==> src/rtl/trap_causes_pkg.sv <==
// -----------------------------------------------------------------------------
// trap_causes: shared definitions for the machine-mode trap sequencer.
//   - exceptions : synchronous exception codes (mcause[3:0], is_int = 0)
//   - interrupts : machine interrupt codes (mcause[3:0], is_int = 1)
//   - CSR_*      : CSR addresses owned by trap_ctrl
//   - trap_state_t : sequencer FSM state encoding
// -----------------------------------------------------------------------------
package trap_causes;

   typedef enum logic [3:0] {
      EXC_INSN_MISALIGN  = 4'd0,
      EXC_INSN_FAULT     = 4'd1,
      EXC_ILLEGAL_INSN   = 4'd2,
      EXC_BREAKPOINT     = 4'd3,
      EXC_LOAD_MISALIGN  = 4'd4,
      EXC_LOAD_FAULT     = 4'd5,
      EXC_STORE_MISALIGN = 4'd6,
      EXC_STORE_FAULT    = 4'd7,
      EXC_ECALL_M        = 4'd11
   } exceptions;

   typedef enum logic [3:0] {
      IRQ_MSI = 4'd3,
      IRQ_MTI = 4'd7,
      IRQ_MEI = 4'd11
   } interrupts;

   localparam logic [11:0] CSR_MSTATUS = 12'h300;
   localparam logic [11:0] CSR_MIE     = 12'h304;
   localparam logic [11:0] CSR_MEPC    = 12'h341;
   localparam logic [11:0] CSR_MCAUSE  = 12'h342;
   localparam logic [11:0] CSR_MTVAL   = 12'h343;

   // Only the three machine interrupt enables are implemented in mie.
   localparam logic [11:0] MIE_WMASK   = 12'h888;

   typedef enum logic [0:0] {
      IDLE     = 1'b0,
      REDIRECT = 1'b1
   } trap_state_t;

endpackage

==> src/rtl/trap_ctrl_irq_prio.sv <==
// -----------------------------------------------------------------------------
// irq_prio: combinational eligible-interrupt priority encoder.
//   en        in  global enable (mstatus.MIE && pipeline interruptible)
//   mie       in  12-bit interrupt-enable CSR
//   irq_msip/irq_mtip/irq_meip  in  level-sensitive interrupt lines
//   irq_valid out an eligible interrupt exists
//   irq_code  out its cause code (MEI > MSI > MTI)
// -----------------------------------------------------------------------------
module irq_prio
   import trap_causes::*;
(
   input  logic        en,
   input  logic [11:0] mie,
   input  logic        irq_msip,
   input  logic        irq_mtip,
   input  logic        irq_meip,
   output logic        irq_valid,
   output logic [3:0]  irq_code
);

   // Fixed-priority selection among enabled, pending lines.
   always_comb begin
      irq_valid = 1'b0;
      irq_code  = 4'd0;
      if (en && mie[11] && irq_meip) begin
         irq_valid = 1'b1;
         irq_code  = IRQ_MEI;
      end else if (en && mie[3] && irq_msip) begin
         irq_valid = 1'b1;
         irq_code  = IRQ_MSI;
      end else if (en && mie[7] && irq_mtip) begin
         irq_valid = 1'b1;
         irq_code  = IRQ_MTI;
      end else begin
         irq_valid = 1'b0;
         irq_code  = 4'd0;
      end
   end

endmodule

==> src/rtl/trap_ctrl.sv <==
// -----------------------------------------------------------------------------
// trap_ctrl: machine-mode trap sequencer.
// Arbitrates exception > interrupt > mret > CSR write while IDLE, updates the
// trap CSRs on the accepting edge and then holds one redirect request until
// fetch accepts it (busy stalls exec meanwhile).
// Ports:
//   clk, rst (async, active-high)
//   exc_valid/exc_cause/exc_pc/exc_tval  synchronous exception from exec
//   mret_valid                           mret retiring
//   int_ok/int_pc                        interruptible boundary + resume PC
//   irq_msip/irq_mtip/irq_meip           interrupt lines
//   mtvec                                trap vector CSR value
//   csr_we/csr_addr/csr_wdata            CSR write port
//   redirect_valid/ready/target          redirect handshake to fetch
//   busy                                 event in flight
//   mstatus_mie/mepc/mcause/mtval/mie    CSR read values
// Configuration: TRAP_VECTORED_EN enables vectored interrupt targets when
// mtvec[0] is set; undefined, every trap goes to the mtvec base.
// -----------------------------------------------------------------------------
`ifndef ALEN
`define ALEN 32
`endif
`ifndef XLEN
`define XLEN 32
`endif

module trap_ctrl
   import trap_causes::*;
#(
   parameter int ALEN = `ALEN,
   parameter int XLEN = `XLEN
) (
   input  logic            clk,
   input  logic            rst,
   input  logic            exc_valid,
   input  logic [3:0]      exc_cause,
   input  logic [ALEN-1:0] exc_pc,
   input  logic [XLEN-1:0] exc_tval,
   input  logic            mret_valid,
   input  logic            int_ok,
   input  logic [ALEN-1:0] int_pc,
   input  logic            irq_msip,
   input  logic            irq_mtip,
   input  logic            irq_meip,
   input  logic [XLEN-1:0] mtvec,
   input  logic            csr_we,
   input  logic [11:0]     csr_addr,
   input  logic [XLEN-1:0] csr_wdata,
   output logic            redirect_valid,
   input  logic            redirect_ready,
   output logic [ALEN-1:0] redirect_target,
   output logic            busy,
   output logic            mstatus_mie,
   output logic [ALEN-1:0] mepc,
   output logic [XLEN-1:0] mcause,
   output logic [XLEN-1:0] mtval,
   output logic [11:0]     mie
);

   trap_state_t     state_q, state_d;
   logic            mie_q, mie_d;          // mstatus.MIE
   logic            mpie_q, mpie_d;        // mstatus.MPIE
   logic [11:0]     mie_en_q, mie_en_d;    // mie CSR
   logic [ALEN-1:0] mepc_q, mepc_d;
   logic [XLEN-1:0] mcause_q, mcause_d;
   logic [XLEN-1:0] mtval_q, mtval_d;
   logic [ALEN-1:0] target_q, target_d;

   logic            irq_valid_s;
   logic [3:0]      irq_code_s;
   logic            unused_mtvec_s;

   // mtvec mode bits only matter for the vectored build.
   assign unused_mtvec_s = ^mtvec[1:0];

   irq_prio u_irq_prio (
      .en        (mie_q && int_ok),
      .mie       (mie_en_q),
      .irq_msip  (irq_msip),
      .irq_mtip  (irq_mtip),
      .irq_meip  (irq_meip),
      .irq_valid (irq_valid_s),
      .irq_code  (irq_code_s)
   );

   function automatic logic [ALEN-1:0] trap_target(input logic [XLEN-1:0] tvec,
                                                   input logic            is_int,
                                                   input logic [3:0]      code);
      logic [XLEN-1:0] base;
      base = {tvec[XLEN-1:2], 2'b00};
`ifdef TRAP_VECTORED_EN
      if (is_int && tvec[0]) begin
         base = base + XLEN'({code, 2'b00});
      end else begin
         base = base;
      end
`else
      base = base + XLEN'({is_int & 1'b0, code & 4'd0});
`endif
      return ALEN'(base);
   endfunction

   // Next-state and CSR update logic; CSRs change only on the accepting edge.
   always_comb begin
      state_d  = state_q;
      mie_d    = mie_q;
      mpie_d   = mpie_q;
      mie_en_d = mie_en_q;
      mepc_d   = mepc_q;
      mcause_d = mcause_q;
      mtval_d  = mtval_q;
      target_d = target_q;
      case (state_q)
         IDLE: begin
            if (exc_valid) begin
               mepc_d   = {exc_pc[ALEN-1:1], 1'b0};
               mcause_d = {{(XLEN-4){1'b0}}, exc_cause};
               mtval_d  = exc_tval;
               mpie_d   = mie_q;
               mie_d    = 1'b0;
               target_d = trap_target(mtvec, 1'b0, exc_cause);
               state_d  = REDIRECT;
            end else if (irq_valid_s) begin
               mepc_d   = {int_pc[ALEN-1:1], 1'b0};
               mcause_d = {1'b1, {(XLEN-5){1'b0}}, irq_code_s};
               mtval_d  = {XLEN{1'b0}};
               mpie_d   = mie_q;
               mie_d    = 1'b0;
               target_d = trap_target(mtvec, 1'b1, irq_code_s);
               state_d  = REDIRECT;
            end else if (mret_valid) begin
               mie_d    = mpie_q;
               mpie_d   = 1'b1;
               target_d = mepc_q;
               state_d  = REDIRECT;
            end else if (csr_we) begin
               case (csr_addr)
                  CSR_MSTATUS: begin
                     mie_d  = csr_wdata[3];
                     mpie_d = csr_wdata[7];
                  end
                  CSR_MIE:    mie_en_d = csr_wdata[11:0] & MIE_WMASK;
                  CSR_MEPC:   mepc_d   = {csr_wdata[ALEN-1:1], 1'b0};
                  CSR_MCAUSE: mcause_d = csr_wdata;
                  CSR_MTVAL:  mtval_d  = csr_wdata;
                  default:    mie_en_d = mie_en_q;
               endcase
            end else begin
               state_d = IDLE;
            end
         end
         REDIRECT: begin
            if (redirect_ready) begin
               state_d = IDLE;
            end else begin
               state_d = REDIRECT;
            end
         end
         default: state_d = IDLE;
      endcase
   end

   // State and CSR registers.
   always_ff @(posedge clk or posedge rst) begin
      if (rst) begin
         state_q  <= IDLE;
         mie_q    <= 1'b0;
         mpie_q   <= 1'b0;
         mie_en_q <= 12'd0;
         mepc_q   <= {ALEN{1'b0}};
         mcause_q <= {XLEN{1'b0}};
         mtval_q  <= {XLEN{1'b0}};
         target_q <= {ALEN{1'b0}};
      end else begin
         state_q  <= state_d;
         mie_q    <= mie_d;
         mpie_q   <= mpie_d;
         mie_en_q <= mie_en_d;
         mepc_q   <= mepc_d;
         mcause_q <= mcause_d;
         mtval_q  <= mtval_d;
         target_q <= target_d;
      end
   end

   assign busy            = (state_q == REDIRECT);
   assign redirect_valid  = (state_q == REDIRECT);
   assign redirect_target = target_q;
   assign mstatus_mie     = mie_q;
   assign mepc            = mepc_q;
   assign mcause          = mcause_q;
   assign mtval           = mtval_q;
   assign mie             = mie_en_q;

endmodule
==> config.mk <==
export PLATFORM = sky130hd
export DESIGN_NAME = trap_ctrl
export DESIGN_NICKNAME = d
export VERILOG_FILES = /design/src/rtl/trap_causes_pkg.sv /design/src/rtl/trap_ctrl_irq_prio.sv /design/src/rtl/trap_ctrl.sv
export SDC_FILE = /design/constraint.sdc
export NUM_CORES = 1
export LEC_CHECK = 0
export CAP_MARGIN = 20
export CORE_MARGIN = 2
export CORE_UTILIZATION = 45
export DETAILED_ROUTE_END_ITERATION = 16
export PLACE_DENSITY_LB_ADDON = 0.3
export SYNTH_ARGS = -nofsm -noshare
export SYNTH_HDL_FRONTEND = slang
export SYNTH_SLANG_ARGS = --single-unit
==> constraint.sdc <==
create_clock -name clk -period 12 [get_ports clk]
set_clock_uncertainty 0.05 [all_clocks]
set_input_delay 2.4 -clock clk [delete_from_list [all_inputs] [get_ports clk]]
set_output_delay 2.4 -clock clk [all_outputs]
set_load 0.05 [all_outputs]
After elaboration in Yosys (flattened, before gate mapping)
Cells that the tools add are included.
{"block": "word_totals", "inputBits": 186, "word_cells": 77, "out_inout_bits": 143, "register_bits": 134}
{"block": "op_classes", "n_eq_ne": 6, "n_bitwise": 4, "n_mux": 39, "n_reduce_logical": 20}
{"operator": "$mux W32", "count": 18}
{"operator": "$eq A12 B10 Y1 const B", "count": 5}
{"operator": "$mux W1", "count": 17}
{"operator": "$reduce_bool A3 Y1", "count": 5}
{"operator": "$reduce_and A4 Y1", "count": 3}
{"operator": "$mux W4", "count": 2}
{"operator": "$reduce_bool A4 Y1", "count": 2}
{"operator": "$logic_and A1 B1 Y1", "count": 7}
{"operator": "$reduce_and A6 Y1", "count": 1}
{"operator": "$not A1 Y1", "count": 4}
{"operator": "$mux W3", "count": 1}
{"operator": "$ne A3 B2 Y1 const B", "count": 1}
{"operator": "$reduce_and A3 Y1", "count": 1}
{"operator": "$pmux W1 S2", "count": 1}
{"operator": "$reduce_and A2 Y1", "count": 1}

Longest topological paths before layout
{"block": "depth", "depth_word": 9, "depth_mapped": 7, "ltp_nobuf": 4}

Cells and area by module
Synthesis repeated with hierarchy kept, for this count alone.
{"block": "hier_totals", "cells_unflattened": 627, "hier_area_um2": 6668.9}
{"module": "trap_ctrl", "n_inst": 1, "cells_each": 620, "seq_area_each_um2": 3303.2, "area_per_inst_um2": 6613.8}
{"module": "irq_prio", "n_inst": 1, "cells_each": 7, "seq_area_each_um2": 0.0, "area_per_inst_um2": 55.1}

Worst setup path after synthesis
Ideal clock, no wire load.
{"block": "synth_timing", "path_type": "input -> register", "from": "input csr_addr[3]", "to": "register mtval_q[9], in the netlist mtval[9]", "arrival_time_ns": 3.837, "t_required_ns": 11.825, "path_stages": 5, "n_path_buf": 1, "setup_ns": 0.125, "path_slack_ns": 7.988, "cell_sequence": "nor4_1 nand4bb_2 o22ai_2 buf_2 mux2_2"}
{"block": "synth_via", "elab_chain_cells": 3}
{"item": "start: declaration", "line_no": "trap_ctrl.sv:47", "source": "input logic [11:0] csr_addr,"}
{"item": "$eq A12 B10 Y1", "line_no": "trap_ctrl.sv:137", "source": "case (csr_addr)"}
{"item": "$reduce_bool A3 Y1 (no line)"}
{"item": "$reduce_and A4 Y1 (no line)"}
{"item": "end signal: assignment", "line_no": "trap_ctrl.sv:172", "source": "mtval_q <= {XLEN{1'b0}};"}
{"item": "end signal: assignment", "line_no": "trap_ctrl.sv:181", "source": "mtval_q <= mtval_d;"}
{"item": "end: declaration", "line_no": "trap_ctrl.sv:66", "source": "logic [XLEN-1:0] mtval_q, mtval_d;"}
No other way between the ends.
A chain may end at the register's enable or synchronous reset.

Worst setup path after layout
{"block": "layout_timing", "from": "input irq_mtip", "to": "register mcause_q[1], in the netlist mcause[1]"}
{"block": "layout_via", "elab_chain_cells": 6, "elab_cells_between_ends": 13, "cone_classes": "eq/ne: 1; mux: 8; reduce/logical: 4"}
{"item": "start: declaration", "line_no": "trap_ctrl.sv:43", "source": "input logic irq_mtip,"}
{"item": "$logic_and A1 B1 Y1 (*)", "line_no": "trap_ctrl_irq_prio.sv:31", "source": "end else if (en && mie[7] && irq_mtip) begin"}
{"item": "$mux W1 or $mux W3 (tied branches)", "line_no": "trap_ctrl_irq_prio.sv:31"}
{"item": "$mux W1 or $mux W4 (tied branches)", "line_no": "trap_ctrl_irq_prio.sv:28", "source": "end else if (en && mie[3] && irq_msip) begin"}
{"item": "$mux W1 or $mux W4 (tied branches)", "line_no": "trap_ctrl_irq_prio.sv:25", "source": "if (en && mie[11] && irq_meip) begin"}
{"item": "$ne A3 B2 Y1 (no line), or another cell as far along"}
{"item": "$reduce_and A4 Y1 (no line) or $mux W32 (tied branches)"}
{"item": "end signal: assignment", "line_no": "trap_ctrl.sv:171", "source": "mcause_q <= {XLEN{1'b0}};"}
{"item": "end signal: assignment", "line_no": "trap_ctrl.sv:180", "source": "mcause_q <= mcause_d;"}
{"item": "end: declaration", "line_no": "trap_ctrl.sv:65", "source": "logic [XLEN-1:0] mcause_q, mcause_d;"}
Mark *: on every way between the ends. The rest lies on a longest branch, timed or not.

==> results_dict.tcl <==
set metrics [dict create \
    synthFlopType "dfrtp_1" \
    drt_wl_total_um 23600 \
    start_util 0.454 \
    clock_latency_ns 0.42 \
    cts_sinks 132 \
    crit_family "buffers and inverters" \
    finalWeightedCongestion 0.861 \
    critPathKind "input pin to flip-flop" \
    postCtsResizedCells 0 \
    synth-edff-count 0 \
    cpMaxStageDelayCell "buf_4" \
    design.die.area_mm2 0.0162 \
    slew_headroom 0.322 \
    layout_commonest_cell "clkdlybuf4s50_1" \
    cp_common_cell "buf_4" \
    final_cell_area_mm2 0.0107 \
    pwr_density_cell_mw_per_mm2 184 \
    dpl.hpwl_um 17000 \
    synth_area_mm2 0.00682 \
    syn_area_per_cell_um2 9.77 \
    synth_area_leaders "dfrtp_1, nand2_1, o21ai_0, mux2i_1, o2bb2ai_1" \
    grt_util_all_layers 0.288 \
    cts_tree "done" \
    cp_cell_sequence "clkdlybuf4s50_1 > a222oi_1 > buf_4 > o21a_1 > buf_4 > o22a_1 > buf_4 > mux2_1" \
    final_cell_mix "clkdlybuf4s50_1, dfrtp_1, nand2_1, o21ai_0, nor2_1" \
    tightestPinTransition_ns 1.01 \
    yosys.area.top_type_share 0.484 \
    hold_viol_final 0 \
    synth_largest_area_cell "dfrtp_1" \
    root_buffer "clkbuf_16" \
    via_per_inst 5.56 \
    drt_iter0_drc 417 \
    fillCellCount 1128 \
    nNetsFinal 1168 \
    antenna_found_initial 0 \
    drc 0 \
    crit_buf_inv 4 \
    cap_violations 0 \
    htree_num_levels 4 \
    fin_crit_sh 0.448 \
    netlist_instances 698 \
    core_mm2 0.0150 \
    vias 6573 \
    grt_pass1_vias 6555 \
    max_freq_ghz 0.186 \
    layout-drive-gt1-share 0.0834 \
    grt_max_degree 75 \
    holdWs_ns 0.438 \
    instances_no_fill 1183 \
    final_max_slew_viol_count 0 \
    cp-end-kind "flip-flop" \
    diodes 0 \
    synth-async-reset-ratio 1.00 \
    finalSetupTns_ns 0 \
    holdBufCountCts 0 \
    power_leakage_nw 4.41 \
    power_mw 1.96 \
    placed_area_mm2 0.00999 \
    postCtsSetupBuffers 0 \
    required_ns 12.26 \
    cts_buffers 17 \
    die_w_um 127 \
    fin_ws_ns 6.63 \
    io_buffers 313 \
    drt_first_pass_iters 5 \
    ys_types 44 \
    startpoint_type "input pin" \
    avgRoutedWirePerCell_um 19.9 \
    seq_area_frac_synth 0.484 \
    placed_cells 1149 \
    ant_nets 0 \
    arrival_ns 5.63 \
    max-vdd-ir-drop_v 0.000104 \
    period_minus_slack_ns 5.37 \
    yosysWarnings 0 \
    grt.overflow.total 0 \
    synth-seq-cells 132 \
    rows 45 \
    setup_viol 0 \
    cts.path.max_buffers 2 \
    crit_fanout 44 \
    grt_first_pass_wirelength_um 35700 \
    fp.dieH_um 127 \
    post-place-ws_ns 6.20 \
    outcome "complete, no violations" \
    rsz0062_at_grt "no" \
    syn_to_final_growth_pct 56.3 \
    post-route-util 0.709 \
    hold_path.class "flip-flop to flip-flop" \
    pin_count 329 \
    max_stage_delay_ns 0.49 \
    clk_pin_slew_worst_paths_ns 0.06 \
]
[routing by layer]
layer  vias up  wire, µm  GRT usage  part of all wire
li1       3024         -          -                 -
met1      3179      9970      0.380              0.42
met2       318     11200      0.460              0.47
met3        52      1600     0.0645             0.068
met4         0       819      0.125             0.035
met5         -         0          0                 0
[cell usage after synthesis (2+ instances only)]
cell,number
o21ai_0,67
a2bb2oi_1,3
buf_6,2
dfrtp_1,132
buf_2,15
nor2_1,37
mux2_2,24
a22o_1,27
mux2i_1,32
o21a_1,32
mux2_1,18
clkbuf_1,39
inv_1,34
buf_4,16
a22oi_1,2
nand4_1,2
a31oi_1,31
o2bb2ai_1,31
nand3_1,34
nand2_1,96
[worst paths after layout]
path	slack, ns	startpoint	depth (start not counted)	to
max	6.63	irq_mtip	8	mcause[1]
min	0.44	mtval[4]	1	mtval[4]
max reg2reg	8.65	mie[7]	7	mcause[1]
min reg2reg	0.44	mtval[4]	1	mtval[4]
max in group asynchronous	8.20	rst	3	mie[3]
min in group asynchronous	2.41	rst	2	redirect_target[8]
[area by class of cell]
class / instances / area, µm² / share of cell area
clock buffers: 20 / 467 / 0.0438
clock inverters: 12 / 176 / 0.0165
inverters: 35 / 136 / 0.0128
multi-input cells: 469 / 3090 / 0.290
flip-flops and latches: 132 / 3300 / 0.310
well taps: 188 / 235 / 0.0221
repair buffers: 327 / 3250 / 0.305
[where the power goes]
part	internal, mW	leakage [nW]	switching (mW)
registers	0.537	1.59	0.0620
clock network	0.364	0.312	0.200
logic	0.283	2.51	0.512
total	1.18	4.41	0.774
[registers in the layout, summed over array words and instances, names as in the netlist]
| register | cells |
|---|---|
| busy | 1 |
| mstatus_mie | 1 |
| mie | 3 |
| mepc | 31 |
| mcause | 32 |
| mtval | 32 |
| redirect_target | 31 |
| mpie_q | 1 |
[kinds of logic after synthesis]
group	share of synthesized area
buffers and inverters	0.0726
other	0.000550
multiplexers	0.116
flip-flops	0.484
AND/OR/NAND/NOR	0.116
AO/OA/AOI/OAI	0.210
(Power assumes the default switching activity.)
